[src/rtl/alu_wide_seq_if.sv]
`default_nettype none
// ============================================================================
// Module      : alu_pkg / alu_wide_seq_if
// Description : ALU operation/status types and the request/response bundle
//               between decode/execute and the wide-operand sequencer.
// Revision    : 1.0 - initial release
// ============================================================================
package alu_pkg;
    typedef enum logic [2:0] {
        ALU_ADD = 3'd0,
        ALU_SUB = 3'd1,
        ALU_AND = 3'd2,
        ALU_OR  = 3'd3,
        ALU_XOR = 3'd4
    } alu_op_e;

    typedef struct packed {
        logic n;
        logic z;
        logic c;
        logic v;
    } alu_status_t;
endpackage

interface alu_wide_seq_if #(
    parameter int WORDS = 2
);
    import alu_pkg::*;
    localparam int WIDTH = 32 * WORDS;

    logic               req_valid;
    logic               req_ready;
    alu_op_e            req_op;
    logic [WIDTH-1:0]   req_a;
    logic [WIDTH-1:0]   req_b;
    logic               rsp_valid;
    logic               rsp_ready;
    logic [WIDTH-1:0]   rsp_result;
    alu_status_t        rsp_status;
    logic               rsp_err;

    modport master (
        output req_valid, req_op, req_a, req_b, rsp_ready,
        input  req_ready, rsp_valid, rsp_result, rsp_status, rsp_err
    );

    modport slave (
        input  req_valid, req_op, req_a, req_b, rsp_ready,
        output req_ready, rsp_valid, rsp_result, rsp_status, rsp_err
    );
endinterface
`default_nettype wire

[src/rtl/alu_wide_seq.sv]
`default_nettype none
// ============================================================================
// Module      : alu_wide_seq
// Description : Issues one WIDTH-bit ADD/SUB to a 32-bit alu one word per
//               cycle, LSW first, chaining carry; returns result and flags.
// Revision    : 1.0 - initial release
// ============================================================================
module alu_wide_seq
    import alu_pkg::*;
#(
    parameter int WORDS = 2
) (
    input  wire logic           clk,
    input  wire logic           rst,
    alu_wide_seq_if.slave       bus,
    output logic                alu_oe,
    output alu_op_e             alu_operation,
    output logic                alu_carry_in,
    output logic [31:0]         alu_a,
    output logic [31:0]         alu_b,
    input  wire logic [31:0]    alu_out,
    input  alu_status_t         alu_status
);
    localparam int KW = (WORDS > 1) ? $clog2(WORDS) : 1;
    localparam logic [KW-1:0] K_LAST = KW'(WORDS - 1);

    typedef enum logic [1:0] {
        S_IDLE = 2'd0,
        S_RUN  = 2'd1,
        S_DONE = 2'd2
    } state_e;

    state_e                     state_q, state_d;
    alu_op_e                    op_q, op_d;
    logic [WORDS-1:0][31:0]     a_q, a_d;
    logic [WORDS-1:0][31:0]     b_q, b_d;
    logic [WORDS-1:0][31:0]     result_q, result_d;
    logic [KW-1:0]              k_q, k_d;
    logic                       carry_q, carry_d;
    logic                       zacc_q, zacc_d;
    alu_status_t                status_q, status_d;
    logic                       err_q, err_d;

    always_ff @(posedge clk) begin
        if (rst) begin
            state_q  <= S_IDLE;
            op_q     <= ALU_ADD;
            a_q      <= '0;
            b_q      <= '0;
            result_q <= '0;
            k_q      <= '0;
            carry_q  <= 1'b0;
            zacc_q   <= 1'b0;
            status_q <= '0;
            err_q    <= 1'b0;
        end else begin
            state_q  <= state_d;
            op_q     <= op_d;
            a_q      <= a_d;
            b_q      <= b_d;
            result_q <= result_d;
            k_q      <= k_d;
            carry_q  <= carry_d;
            zacc_q   <= zacc_d;
            status_q <= status_d;
            err_q    <= err_d;
        end
    end

    always_comb begin
        state_d       = state_q;
        op_d          = op_q;
        a_d           = a_q;
        b_d           = b_q;
        result_d      = result_q;
        k_d           = k_q;
        carry_d       = carry_q;
        zacc_d        = zacc_q;
        status_d      = status_q;
        err_d         = err_q;
        alu_oe        = 1'b0;
        alu_operation = ALU_ADD;
        alu_carry_in  = 1'b0;
        alu_a         = '0;
        alu_b         = '0;

        case (state_q)
            S_IDLE: begin
                if (bus.req_valid) begin
                    op_d     = bus.req_op;
                    a_d      = bus.req_a;
                    b_d      = bus.req_b;
                    k_d      = '0;
                    carry_d  = 1'b0;
                    zacc_d   = 1'b1;
                    result_d = '0;
                    status_d = '0;
                    if (bus.req_op == ALU_ADD || bus.req_op == ALU_SUB) begin
                        err_d   = 1'b0;
                        state_d = S_RUN;
                    end else begin
                        err_d   = 1'b1;
                        state_d = S_DONE;
                    end
                end
            end
            S_RUN: begin
                alu_oe        = 1'b1;
                alu_operation = op_q;
                alu_a         = a_q[k_q];
                alu_b         = b_q[k_q];
                alu_carry_in  = carry_q;
                result_d[k_q] = alu_out;
                carry_d       = alu_status.c;
                zacc_d        = zacc_q & alu_status.z;
                // N, C, V come from the top word only; Z is the AND of all words
                if (k_q == K_LAST) begin
                    status_d.n = alu_status.n;
                    status_d.z = zacc_q & alu_status.z;
                    status_d.c = alu_status.c;
                    status_d.v = alu_status.v;
                    state_d    = S_DONE;
                end else begin
                    k_d = k_q + KW'(1);
                end
            end
            S_DONE: begin
                if (bus.rsp_ready) begin
                    state_d = S_IDLE;
                end
            end
            default: state_d = S_IDLE;
        endcase
    end

    assign bus.req_ready  = (state_q == S_IDLE);
    assign bus.rsp_valid  = (state_q == S_DONE);
    assign bus.rsp_result = result_q;
    assign bus.rsp_status = status_q;
    assign bus.rsp_err    = err_q;

endmodule
`default_nettype wire

[src/flat_wrapper.sv]
// flat-port wrapper written by rule: the top's interface ports become plain ports
module alu_wide_seq_flat import alu_pkg::*;
#(
    parameter int WORDS = 2
)
  (clk, rst, alu_oe, alu_operation, alu_carry_in, alu_a, alu_b, alu_out, alu_status, bus_req_valid, bus_req_op, bus_req_a, bus_req_b, bus_rsp_ready, bus_req_ready, bus_rsp_valid, bus_rsp_result, bus_rsp_status, bus_rsp_err);
  alu_wide_seq_if #(.WORDS(WORDS)) bus_i ();
  input  wire logic clk;
  input  wire logic rst;
  output logic alu_oe;
  output alu_op_e alu_operation;
  output logic alu_carry_in;
  output logic [31:0] alu_a;
  output logic [31:0] alu_b;
  input  wire logic [31:0] alu_out;
  input  alu_status_t alu_status;
  input wire logic [$bits(bus_i.req_valid)-1:0] bus_req_valid;
  input wire logic [$bits(bus_i.req_op)-1:0] bus_req_op;
  input wire logic [$bits(bus_i.req_a)-1:0] bus_req_a;
  input wire logic [$bits(bus_i.req_b)-1:0] bus_req_b;
  input wire logic [$bits(bus_i.rsp_ready)-1:0] bus_rsp_ready;
  output wire logic [$bits(bus_i.req_ready)-1:0] bus_req_ready;
  output wire logic [$bits(bus_i.rsp_valid)-1:0] bus_rsp_valid;
  output wire logic [$bits(bus_i.rsp_result)-1:0] bus_rsp_result;
  output wire logic [$bits(bus_i.rsp_status)-1:0] bus_rsp_status;
  output wire logic [$bits(bus_i.rsp_err)-1:0] bus_rsp_err;
  assign bus_i.req_valid = bus_req_valid;
  assign bus_i.req_op = bus_req_op;
  assign bus_i.req_a = bus_req_a;
  assign bus_i.req_b = bus_req_b;
  assign bus_i.rsp_ready = bus_rsp_ready;
  assign bus_req_ready = bus_i.req_ready;
  assign bus_rsp_valid = bus_i.rsp_valid;
  assign bus_rsp_result = bus_i.rsp_result;
  assign bus_rsp_status = bus_i.rsp_status;
  assign bus_rsp_err = bus_i.rsp_err;
  alu_wide_seq #(.WORDS(WORDS)) u_core (.clk(clk), .rst(rst), .bus(bus_i), .alu_oe(alu_oe), .alu_operation(alu_operation), .alu_carry_in(alu_carry_in), .alu_a(alu_a), .alu_b(alu_b), .alu_out(alu_out), .alu_status(alu_status));
endmodule
[config.mk]
export PLATFORM = sky130hd
export DESIGN_NAME = alu_wide_seq_flat
export DESIGN_NICKNAME = d
export VERILOG_FILES = /design/src/rtl/alu_wide_seq_if.sv /design/src/rtl/alu_wide_seq.sv /design/src/flat_wrapper.sv
export SDC_FILE = /design/constraint.sdc
export NUM_CORES = 1
export LEC_CHECK = 0
export CAP_MARGIN = 20
export CORE_MARGIN = 3
export CORE_UTILIZATION = 44
export DETAILED_ROUTE_END_ITERATION = 10
export GPL_ROUTABILITY_DRIVEN = 0
export MAX_ROUTING_LAYER = met4
export PLACE_DENSITY = 0.8
export SKIP_LAST_GASP = 1
export SLEW_MARGIN = 20
export SYNTH_ARGS = -nofsm -noshare
export SYNTH_HDL_FRONTEND = slang
export SYNTH_SLANG_ARGS = --single-unit
export TNS_END_PERCENT = 10
[constraint.sdc]
create_clock -name clk -period 2.2 [get_ports clk]
set_clock_uncertainty 0.15 [all_clocks]
set_input_delay 0.33 -clock clk [delete_from_list [all_inputs] [get_ports clk]]
set_output_delay 0.33 -clock clk [all_outputs]
set_load 0.01 [all_outputs]
Word-level counts from Yosys, hierarchy flattened --
Index checks and enable logic that the tools add are counted.
Word-level totals: output and inout port bits 140, logic and storage cells 64, bits of input ports 171, register bits 205
Operators by class: multiplexer cells 29, reduce and logical (&&, ||, !) cells 9, add/sub/neg operators 1, bitwise logic cells 1, order comparisons 2, equal/unequal tests 6
Operator list (number):
- $mux 32 | 7
- $pmux 64 s2 | 1
- $bwmux 64 | 1
- $mux 64 | 1
- $demux 32 s1 | 1
- $mux 2 | 4
- $mux 4 | 2
- $pmux 4 s2 | 1
- $mux 1 | 6
- $pmux 1 s2 | 3
- $pmux 2 s3 | 1
- $reduce_and 3->1 | 2
- $ne 2x2->1 const B | 2
- $reduce_and 2->1 | 2
- $eq 3x1->1 const B | 1
- $logic_not 3->1 | 1
- $mux 3 | 1
- $eq 2x1->1 const B | 1
- $eq 2x2->1 const B | 1
- $logic_not 2->1 | 1
- $lt 1x2->1 const B | 1
- $ne 2x1->1 const B | 1
- $reduce_bool 2->1 | 1
- $add 1x1->1 const B | 1
- 4 further kinds | 4

Depth between registers and ports, before layout --
Gate-level depths: netlist of run 1.
word-level depth 6, depth in mapped cells 7, depth with buffers taken out 4

Worst setup path before layout of run 1 --
Ideal clock, no wire load.
path type flip-flop to output port, start register u_core.k_q, end output port alu_b[15], required time 1.720 ns, slack 0.431 ns, cell stages (with the launch flop) 6, buffers on the path 3, arrival time 1.289 ns, path through dfxtp_1 > clkbuf_1 > buf_2 > buf_2 > mux2i_1 > nor2_1
On the way: cells in the longest elaborated chain, start to end 3
RTL lines:
- start, declared | RTL line alu_wide_seq.sv:38 | logic [KW-1:0] k_q, k_d;
- start signal, assigned | RTL line alu_wide_seq.sv:62 | k_q <= k_d;
- $mux 32 (implied by the code) (2 in a row) | RTL line alu_wide_seq.sv:111 | alu_b = b_q[k_q];
- $mux 32 | RTL line alu_wide_seq.sv:87 | case (state_q)
- end, declared | RTL line flat_wrapper.sv:14 | output logic [31:0] alu_b;
Every way passes these cells. The select of a mux whose other input is x is not followed.

Worst setup path after layout of run 1 --
start register u_core.state_q[1], end output port alu_a[29]
On the way: cells in the longest elaborated chain, start to end 2
RTL lines:
- start, declared | RTL line alu_wide_seq.sv:33 | state_e state_q, state_d;
- start signal, assigned | RTL line alu_wide_seq.sv:57 | state_q <= state_d;
- $eq 2x1->1 | RTL line alu_wide_seq.sv:87
- $mux 32 | RTL line alu_wide_seq.sv:87
- end, declared | RTL line flat_wrapper.sv:13 | output logic [31:0] alu_a;
Every way passes these cells.

==> results of run 1 <==
repair_timing:
action / CTS / global route
endpoints found under the setup margin: 70 / 70
cloned: 2 / 0
setup buffers: 6 / 0
pin swaps: 0 / 0
resized for setup: 13 / 5
power by group through the flow:
stage               registers, µW  logic, µW  clock network [µW]
CTS                          4010       1280                4230
finish                       4010       1280                4140
detailed placement           4090       1240                   0
floorplan                    4070        637                   0
global route                 4040       1390                4380
global placement             4080       1220                   0
layout make-up:
class	count	area (µm²)	share of cell area, %
Inverter	67	251	2.00
Clock inverter	11	183	1.45
Timing Repair Buffer	347	3620	28.8
Multi-Input combinational cell	657	3460	27.5
Antenna cell	2	5.00	0.0399
Clock buffer	29	648	5.16
Tap cell	229	287	2.28
Sequential cell	205	4110	32.7
cell usage in the layout, fill, tap and decap left out, drive strengths merged, types with 2 or more instances in the layout:
| master | Yosys | routed |
|---|---|---|
| nand3 | 7 | 7 |
| nand2 | 299 | 299 |
| diode | 0 | 2 |
| dlygate4sd2 | 0 | 4 |
| clkinv | 2 | 7 |
| clkdlybuf4s50 | 0 | 299 |
| o32ai | 65 | 65 |
| or3b | 2 | 2 |
| nand3b | 2 | 2 |
| and2 | 4 | 4 |
| inv | 65 | 65 |
| bufinv | 0 | 5 |
| dfxtp | 205 | 205 |
| buf | 43 | 38 |
| a21oi | 138 | 138 |
| nor3 | 2 | 2 |
| nor2 | 67 | 67 |
| mux2i | 64 | 64 |
| dlymetal6s2s | 0 | 5 |
| clkbuf | 43 | 29 |
metal layers:
layer	track usage, %	share of wire, %
met5	-	0
met4	11.2	5.0
met3	4.81	6.5
met2	40.6	48
met1	30.7	40
kinds of logic (layout without fill, tap and decap cells):
group | Yosys count | after routing | share of synthesized area (%)
and+or+nand+nor | 387 | 387 | 18.5
AOI/OAI and AO/OA | 206 | 206 | 15.7
DFF | 205 | 205 | 50.3
buffers and inverters | 153 | 454 | 7.72
muxes | 64 | 64 | 7.84
other | 0 | 2 | 0
registers in the layout (all words and copies together), names as in the netlist:
| register | count |
|---|---|
| u_core.a_q | 64 |
| u_core.b_q | 64 |
| u_core.bus.rsp_err | 1 |
| u_core.bus.rsp_result | 64 |
| u_core.bus.rsp_status | 4 |
| u_core.carry_q | 1 |
| u_core.k_q | 1 |
| u_core.op_q | 3 |
| u_core.state_q | 2 |
| u_core.zacc_q | 1 |
metrics by stage:
| step | instance area [µm²] | hold WS, ps |
|---|---|---|
| global placement | 11600 | 288 |
| global route | 12600 | 98.0 |
| CTS | 12500 | 80.7 |
| finish | 12600 | 100 |
| detailed placement | 11600 | 295 |
| floorplan | 8170 | 282 |
worst paths after layout:
kind,start,to,cells after the start
max,u_core.state_q[1],alu_a[29],4
min,rst,u_core.bus.rsp_result[31],2
max reg2reg,u_core.k_q,u_core.bus.rsp_result[26],7
min reg2reg,u_core.op_q[1],u_core.op_q[1],2
==> results.sh, run 1 <==
export IMPL_status="finished with violations"
export IMPL_violations="setup timing"
export IMPL_synth_cells=1015
export IMPL_rsz0062_at_grt="yes"
export IMPL_yosys_warnings=0
export IMPL_ir_drop_mv=0.586
export IMPL_relSlewSlack_pct=59.8
export IMPL_hold_buffers=0
export IMPL_row_count=49
export IMPL_wl_per_cell_um=16.8
export IMPL_max_freq_mhz=410
export IMPL_htreeDepth=1
export IMPL_fin_crit_sh_pct=111
export IMPL_placed_cells=1497
export IMPL_grt_usage_pct=25.2
export IMPL_clk_path_buf_depth=3
export IMPL_cts_tree="yes"
export IMPL_cts_root_buf="clkbuf_16"
export IMPL_dp_hpwl_mm=17.3
export IMPL_io_buffer_count=310
export IMPL_internal_power_uw=7210
export IMPL_drtIter0Drc=443
export IMPL_r2r_setup_slack_ps=260
export IMPL_area_growth_pct=53.7
export IMPL_crit_path_max_fanout=25
export IMPL_synth_edff_count=0
export IMPL_grt_pass1_vias=7905
export IMPL_yosys_top_cells_count="nand2_1 (299), dfxtp_1 (205), a21oi_1 (138), nor2_1 (67)"
export IMPL_wl_mm=26.0
export IMPL_clockPowerShare_pct=43.9
export IMPL_ys_seq_area_share_pct=50.3
export IMPL_period_minus_slack_ps=2440
export IMPL_synth_seq_cells=205
export IMPL_postRouteAntennaNets=0
export IMPL_synth_top_area_share_pct=50.3
export IMPL_path_clk_slew_ps=60
export IMPL_powerDensity_mw_per_mm2=751
export IMPL_post_route_util_pct=69.4
export IMPL_synth_ff_type="dfxtp_1"
export IMPL_synth_area_leader_cell="dfxtp_1"
export IMPL_worst_slew_pin_slew_ps=602
export IMPL_clk_insertion_delay_late_ps=490
export IMPL_synthArstFlopShare_pct=0
export IMPL_overflow=0
export IMPL_power_leakage_uw=0.00450
export IMPL_dieArea_mm2=0.0202
export IMPL_cts_buffers=22
export IMPL_sw_frac_of_total_pct=23.5
export IMPL_drive_gt1_share_pct=6.46
export IMPL_total_power_uw=9430
export IMPL_critical_path_class="reg2out"
export IMPL_grt_pass1_wl_mm=40.5
export IMPL_critPathCaptureType="primary output"
export IMPL_core_area_mm2=0.0181
export IMPL_syn_num_nets=1186
export IMPL_hold_viol=0
export IMPL_yosysMostFrequentCell="nand2_1"
export IMPL_drt_pass1_iterations=5
export IMPL_syn_area_mm2=0.00817
export IMPL_finalSetupViolations=64
export IMPL_die_height_um=142
export IMPL_vias_per_cell=5.14
export IMPL_hold_class="in2reg"
export IMPL_n_fill_cell=1359
export IMPL_worst_slack_ps=-242
export IMPL_instances_no_fill=1547
export IMPL_slowest_stage="clkdlybuf4s50_1"
export IMPL_start_util_pct=45.2
export IMPL_seq_power_share_pct=42.6
export IMPL_dr_total_vias=7945
export IMPL_crit_chain="nand2b_4, bufbuf_16, nor2_1, clkdlybuf4s50_1"
export IMPL_critical_path_top_delay_family="buffers and inverters"
export IMPL_io_pins=311
export IMPL_comb_power_share_pct=13.5
export IMPL_clock_sinks=205
export IMPL_arrival_ps=1960
export IMPL_synth_cell_types=24
export IMPL_layout_nets=1471
export IMPL_crit_path_start_kind="flop"
export IMPL_finalMaxSlewViolations=0
export IMPL_die_w_um=142
export IMPL_tns_ps=-11350
export IMPL_drc=0
export IMPL_dp_slack_ps=107
export IMPL_p_sw_uw=2220
export IMPL_avgSynthCellArea_um2=8.05
export IMPL_worstPathBufferInverterCount=2
export IMPL_antenna_found_initial=2
export IMPL_critical_path_max_stage_delay_ps=560
export IMPL_required_ps=1720
export IMPL_grt_max_degree=138
export IMPL_max_cap_viol_count=0
export IMPL_ys_top_cells_by_area="dfxtp_1 (50%), nand2_1 (14%), a21oi_1 (8.5%)"
Note: power is estimated with default switching activity, not from simulation.
==> run 2, diff against run 1 <==
- ABC_CLOCK_PERIOD_IN_PS: not set -> 2200
- GPL_TIMING_DRIVEN: not set -> 0
- REMOVE_ABC_BUFFERS: not set -> 1
==> run 2 against run 1 <==
  * The flow still finishes with violations (setup timing)
  * Sequential share of layout area rose by 0.28 points
  * Wire length is 3.7% higher
  * Worst hold slack better by 81 ps
  * Final cell count fell by 0.26%
  * Register-to-register slack worse by 350 ps
  * Critical endpoint is now alu_b[11]
  * Largest power group is now sequential cells
==> results.sh, run 2 (synthesis gave the netlist of run 1 again) <==
export IMPL_status="finished with violations"
export IMPL_violations="setup timing"
export IMPL_finalSetupViolations=46
export IMPL_power_leakage_uw=0.00474
export IMPL_clk_path_buf_depth=3
export IMPL_crit_chain="buf_12, buf_16, mux2i_1, nor2_1, clkdlybuf4s50_1"
export IMPL_dp_slack_ps=-648
export IMPL_arrival_ps=1930
export IMPL_final_common_cell="nand2_1"
export IMPL_hold_class="in2reg"
export IMPL_clk_insertion_delay_late_ps=490
export IMPL_worst_slack_ps=-208
export IMPL_powerDensity_mw_per_mm2=713
export IMPL_wl_mm=27.0
export IMPL_crit_path_start_kind="flop"
export IMPL_max_cap_viol_count=0
export IMPL_clock_sinks=205
export IMPL_cts_root_buf="clkbuf_16"
export IMPL_reg2regPathDepth=6
export IMPL_layout_common_cells="nand2_1 (297), clkdlybuf4s50_1 (249), dfxtp_1 (202)"
export IMPL_post_route_util_pct=69.0
export IMPL_critPathCaptureType="primary output"
export IMPL_antenna_found_initial=1
export IMPL_cp_endpoint="alu_b[11]"
export IMPL_n_fill_cell=1467
export IMPL_startpoint="u_core.k_q"
export IMPL_dr_total_vias=8084
export IMPL_drt_pass1_iterations=5
export IMPL_overflow=0
export IMPL_cts_buffers=22
export IMPL_dieArea_mm2=0.0202
export IMPL_required_ps=1720
export IMPL_io_pins=311
export IMPL_drc=0
export IMPL_critical_path_max_stage_delay_ps=470
export IMPL_wl_per_cell_um=17.5
export IMPL_row_count=49
export IMPL_htreeDepth=1
export IMPL_die_height_um=142
export IMPL_worstReg2RegEnd="u_core.bus.rsp_result[61]"
export IMPL_layout_nets=1474
export IMPL_die_w_um=142
export IMPL_grt_pass1_vias=8056
export IMPL_postRouteAntennaNets=0
export IMPL_r2r_start="u_core.k_q"
export IMPL_dp_hpwl_mm=17.0
export IMPL_io_buffer_count=310
export IMPL_relSlewSlack_pct=49.9
export IMPL_multi_input_area_mm2=0.00351
export IMPL_grt_max_degree=108
export IMPL_r2r_setup_slack_ps=-90
export IMPL_regArea_mm2=0.00412
export IMPL_slowest_stage="clkdlybuf4s50_1"
export IMPL_vias_per_cell=5.24
export IMPL_cts_tree="yes"
export IMPL_hold_viol=0
export IMPL_start_util_pct=45.2
export IMPL_critical_path_class="reg2out"
export IMPL_max_freq_mhz=415
export IMPL_worst_slew_pin_slew_ps=752
export IMPL_core_area_mm2=0.0181
export IMPL_period_minus_slack_ps=2410
export IMPL_rsz0062_at_grt="yes"
export IMPL_ir_drop_mv=0.638
export IMPL_fin_crit_sh_pct=109
export IMPL_path_clk_slew_ps=60
export IMPL_crit_path_max_fanout=10
export IMPL_drive_gt1_share_pct=6.78
export IMPL_grt_pass1_wl_mm=41.3
export IMPL_finalMaxSlewViolations=0
export IMPL_grt_usage_pct=26.0
export IMPL_area_growth_pct=52.7
export IMPL_drtIter0Drc=336
[run 2: changes by cell type in the layout (fill, tap and decap cells not counted), moves of 4 or more]
cell | before | now
buf_8 | 0 | 6
clkdlybuf4s50_1 | 299 | 249
buf_6 | 1 | 7
buf_12 | 15 | 6
clkbuf_8 | 5 | 1
dlymetal6s2s_1 | 5 | 9
clkbuf_1 | 1 | 6
buf_4 | 20 | 14
dlygate4sd2_1 | 4 | 44
buf_16 | 1 | 5
[run 2: how the worst min path moves through the flow]
| stage | from | endpoint | slack, ps | depth (start not counted) |
|---|---|---|---|---|
| final | rst | u_core.k_q | 180 | 2 |
| after global routing | rst | u_core.k_q | 180 | 2 |
| after CTS | rst | u_core.k_q | 140 | 2 |
| after detailed placement | u_core.a_q[28] | u_core.a_q[28] | 300 | 2 |
| after global placement | u_core.op_q[1] | u_core.op_q[1] | 290 | 2 |
| after floorplan | rst | u_core.a_q[0] | 250 | 1 |
[run 2: critical path: cells and delay by family (launching register included)]
kind,cells,cell delay [ps]
buf+inv,3,740
simple gates,1,60
mux,1,220
flops,1,410
[run 2: what timing repair did]
action / in CTS / in global routing
resized for setup: 90 / 10
setup endpoints to repair: 197 / 202
setup buffers: 16 / 4
gates cloned: 4 / 1
pin swaps: 0 / 1
hold buffers: 0 / 0
[run 2: through the flow]
stage | hold WS (ps) | total power [µW] | instances | setup TNS [ps] | instance area (µm²)
after floorplan | 249 | 4630 | 929 | -585090 | 7790
after global placement | 290 | 5270 | 1468 | -1493600 | 11200
after detailed placement | 296 | 5290 | 1482 | -87800 | 11400
after CTS | 137 | 8930 | 1536 | -9610 | 12400
after global routing | 181 | 9250 | 1543 | -10480 | 12500
final | 181 | 8890 | 1543 | -3860 | 12500
[run 2: layout make-up]
cell class              count  share of cell area [%]
well taps                 229                    2.30
flip-flops and latches    205                    33.0
diodes                      1                  0.0201
multi-input cells         659                    28.1
clock buffers              30                    4.91
repair buffers            348                    29.0
inverters                  67                    2.12
clock inverters             4                   0.562
[run 2: per-layer routing]
layer  up-vias  wire length [µm]  global-route usage (%)
li1       3941                 -                       -
met2       342             12900                    43.2
met3        58              2710                    7.06
met5         -                 0                       -
met1      3743             10500                    31.0
met4         0               835                    7.32
[run 2: power by group]
part	switching (µW)	internal (µW)
combinational	645	646
clock	1420	2160
sequential	111	3910
total	2180	6710
==> run 3, diff against run 2 <==
- ABC_AREA: not set -> 0
- CORE_UTILIZATION: 44 -> 55
- DONT_BUFFER_PORTS: not set -> 1
- PLACE_DENSITY: 0.8 -> 0.7
==> run 3 against run 2 <==
  * The run ends with hold timing left
  * Count of clock-buffer cells in the layout is 1 lower
  * Maximum frequency is 10% higher
  * Global-route usage is 0.43 points lower
  * Power is 5.6% lower
  * Die area is 19% lower
  * Largest power group unchanged
  * Non-clock buffer count is 280 lower
  * Critical path type is now reg2reg
  * Sequential share of layout area is 10 points higher
  * First-iteration DRC count is 44% higher
  * Worst setup slack better by 220 ps
  * Sequential cell count stayed put
  * Sequential power hardly changed
==> results.sh, run 3 (synthesis gave the netlist of run 1 again) <==
export IMPL_status="finished with violations"
export IMPL_violations="hold timing"
export IMPL_reg2regPathDepth=5
export IMPL_grt_pass1_vias=6366
export IMPL_cts_buffers=22
export IMPL_rsz0062_at_grt="yes"
export IMPL_vias_per_cell=5.64
export IMPL_critPathCaptureType="flop"
export IMPL_htreeDepth=1
export IMPL_clk_insertion_delay_late_ps=500
export IMPL_drt_pass1_iterations=4
export IMPL_antenna_found_initial=0
export IMPL_crit_path_start_kind="flop"
export IMPL_total_power_uw=8390
export IMPL_tns_ps=0
export IMPL_dr_total_vias=6861
export IMPL_max_cap_viol_count=0
export IMPL_crit_path_max_fanout=10
export IMPL_postRouteAntennaNets=0
export IMPL_die_w_um=128
export IMPL_hold_viol=174
export IMPL_arrival_ps=2430
export IMPL_holdPathStages=1
export IMPL_max_freq_mhz=457
export IMPL_final_common_cell="nand2_1"
export IMPL_cts_tree="yes"
export IMPL_path_clk_slew_ps=60
export IMPL_powerDensity_mw_per_mm2=881
export IMPL_layout_common_cells="nand2_1 (297), dfxtp_1 (202), a21oi_1 (138)"
export IMPL_hold_class="in2reg"
export IMPL_die_height_um=128
export IMPL_min_delay_start="rst"
export IMPL_ir_drop_mv=0.571
export IMPL_wl_per_cell_um=18.1
export IMPL_cts_root_buf="clkbuf_16"
export IMPL_r2r_start="u_core.state_q[0]"
export IMPL_drc=0
export IMPL_period_minus_slack_ps=2190
export IMPL_clock_sinks=205
export IMPL_required_ps=2440
export IMPL_hold_ws_ps=-239
export IMPL_row_count=43
export IMPL_dp_hpwl_mm=13.7
export IMPL_clk_path_buf_depth=3
export IMPL_r2r_setup_slack_ps=10
export IMPL_fin_crit_sh_pct=99.5
export IMPL_wl_mm=22.0
export IMPL_worst_slew_pin_slew_ps=627
export IMPL_whs_endpoint="u_core.a_q[16]"
export IMPL_io_buffer_count=0
export IMPL_grt_max_degree=206
export IMPL_diodes=0
export IMPL_grt_pass1_wl_mm=33.5
export IMPL_dieArea_mm2=0.0163
export IMPL_finalMaxSlewViolations=0
export IMPL_worstReg2RegEnd="u_core.state_q[1]"
export IMPL_critical_path_class="reg2reg"
export IMPL_overflow=0
export IMPL_grt_usage_pct=25.6
export IMPL_start_util_pct=57.5
export IMPL_finalSetupViolations=0
export IMPL_relSlewSlack_pct=58.2
export IMPL_io_pins=311
export IMPL_drive_gt1_share_pct=6.65
export IMPL_core_area_mm2=0.0142
export IMPL_drtIter0Drc=485
export IMPL_area_growth_pct=16.6
export IMPL_layout_nets=1193
export IMPL_power_leakage_uw=0.00332
==> run 3: changes by cell type in the layout (fill, tap and decap cells not counted), sizes merged, moves of 4 or more <==
cell	before	now
clkdlybuf4s50	249	0
dlygate4sd3	0	46
dlygate4sd2	44	0
buf	41	22
dlymetal6s2s	9	0
clkinv	4	10
clkdlybuf4s15	4	0
==> run 3: metrics by stage <==
step	cell area [µm²]	util, %	hold slack (ps)	cells	worst slack, ps
after floorplan	7790	-	249	929	-3020
after global placement	8010	56.4	266	1109	-5390
after detailed placement	8250	58.1	268	1122	-655
after CTS	9280	65.4	-246	1193	-171
after global routing	9530	67.1	-245	1217	-94.9
final	9530	67.1	-239	1217	12.0
==> run 3: what timing repair did <==
| action | CTS | global route |
|---|---|---|
| cloned | 1 | 0 |
| endpoints found under the setup margin | 167 | 178 |
| setup buffers | 2 | 6 |
| hold buffers | 29 | 17 |
| pin swaps | 2 | 0 |
| endpoints found under the hold margin | 205 | 179 |
| gates resized for setup | 6 | 2 |
==> run 3: layer usage <==
metal / track usage (%) / share of wire, % / vias up
met1: 30.6 / 40 / 3188
met3: 7.00 / 8.8 / 52
met5: - / 0 / -
met2: 42.0 / 49 / 246
li1: - / - / 3375
met4: 8.18 / 3.0 / 0
==> run 3: cell type report <==
cell class,instances,area [µm²]
clock inverter,10,78.8
clock buffer,29,608
fill,1219,4680
inverter,67,253
sequential,205,4110
tap,180,225
timing repair buffer,68,771
multi-input combinational,658,3480
==> run 3: power breakdown <==
group / leakage (µW) / switching (µW) / total, µW / internal (µW)
sequential: 0.00168 / 120 / 4030 / 3910
combinational: 0.00130 / 489 / 840 / 351
clock: 0.000346 / 1460 / 3520 / 2060
total: 0.00332 / 2070 / 8390 / 6330
==> run 3: worst max-delay path by stage <==
stage | startpoint | endpoint | slack (ps)
final | u_core.state_q[0] | u_core.state_q[1] | 10
after global routing | u_core.state_q[0] | u_core.b_q[3] | -90
after CTS | u_core.k_q | alu_a[1] | -170
after detailed placement | u_core.k_q | u_core.bus.rsp_result[7] | -650
after global placement | u_core.k_q | u_core.bus.rsp_result[51] | -5390
after floorplan | u_core.k_q | u_core.bus.rsp_status[2] | -3020
==> run 3: critical path, stage by stage (launching register included) <==
cell           delay [ps]
dfxtp_2               400
nor3_1                190
nor2_1                 60
dlygate4sd3_1         570
and3_1                160
dlygate4sd3_1         540
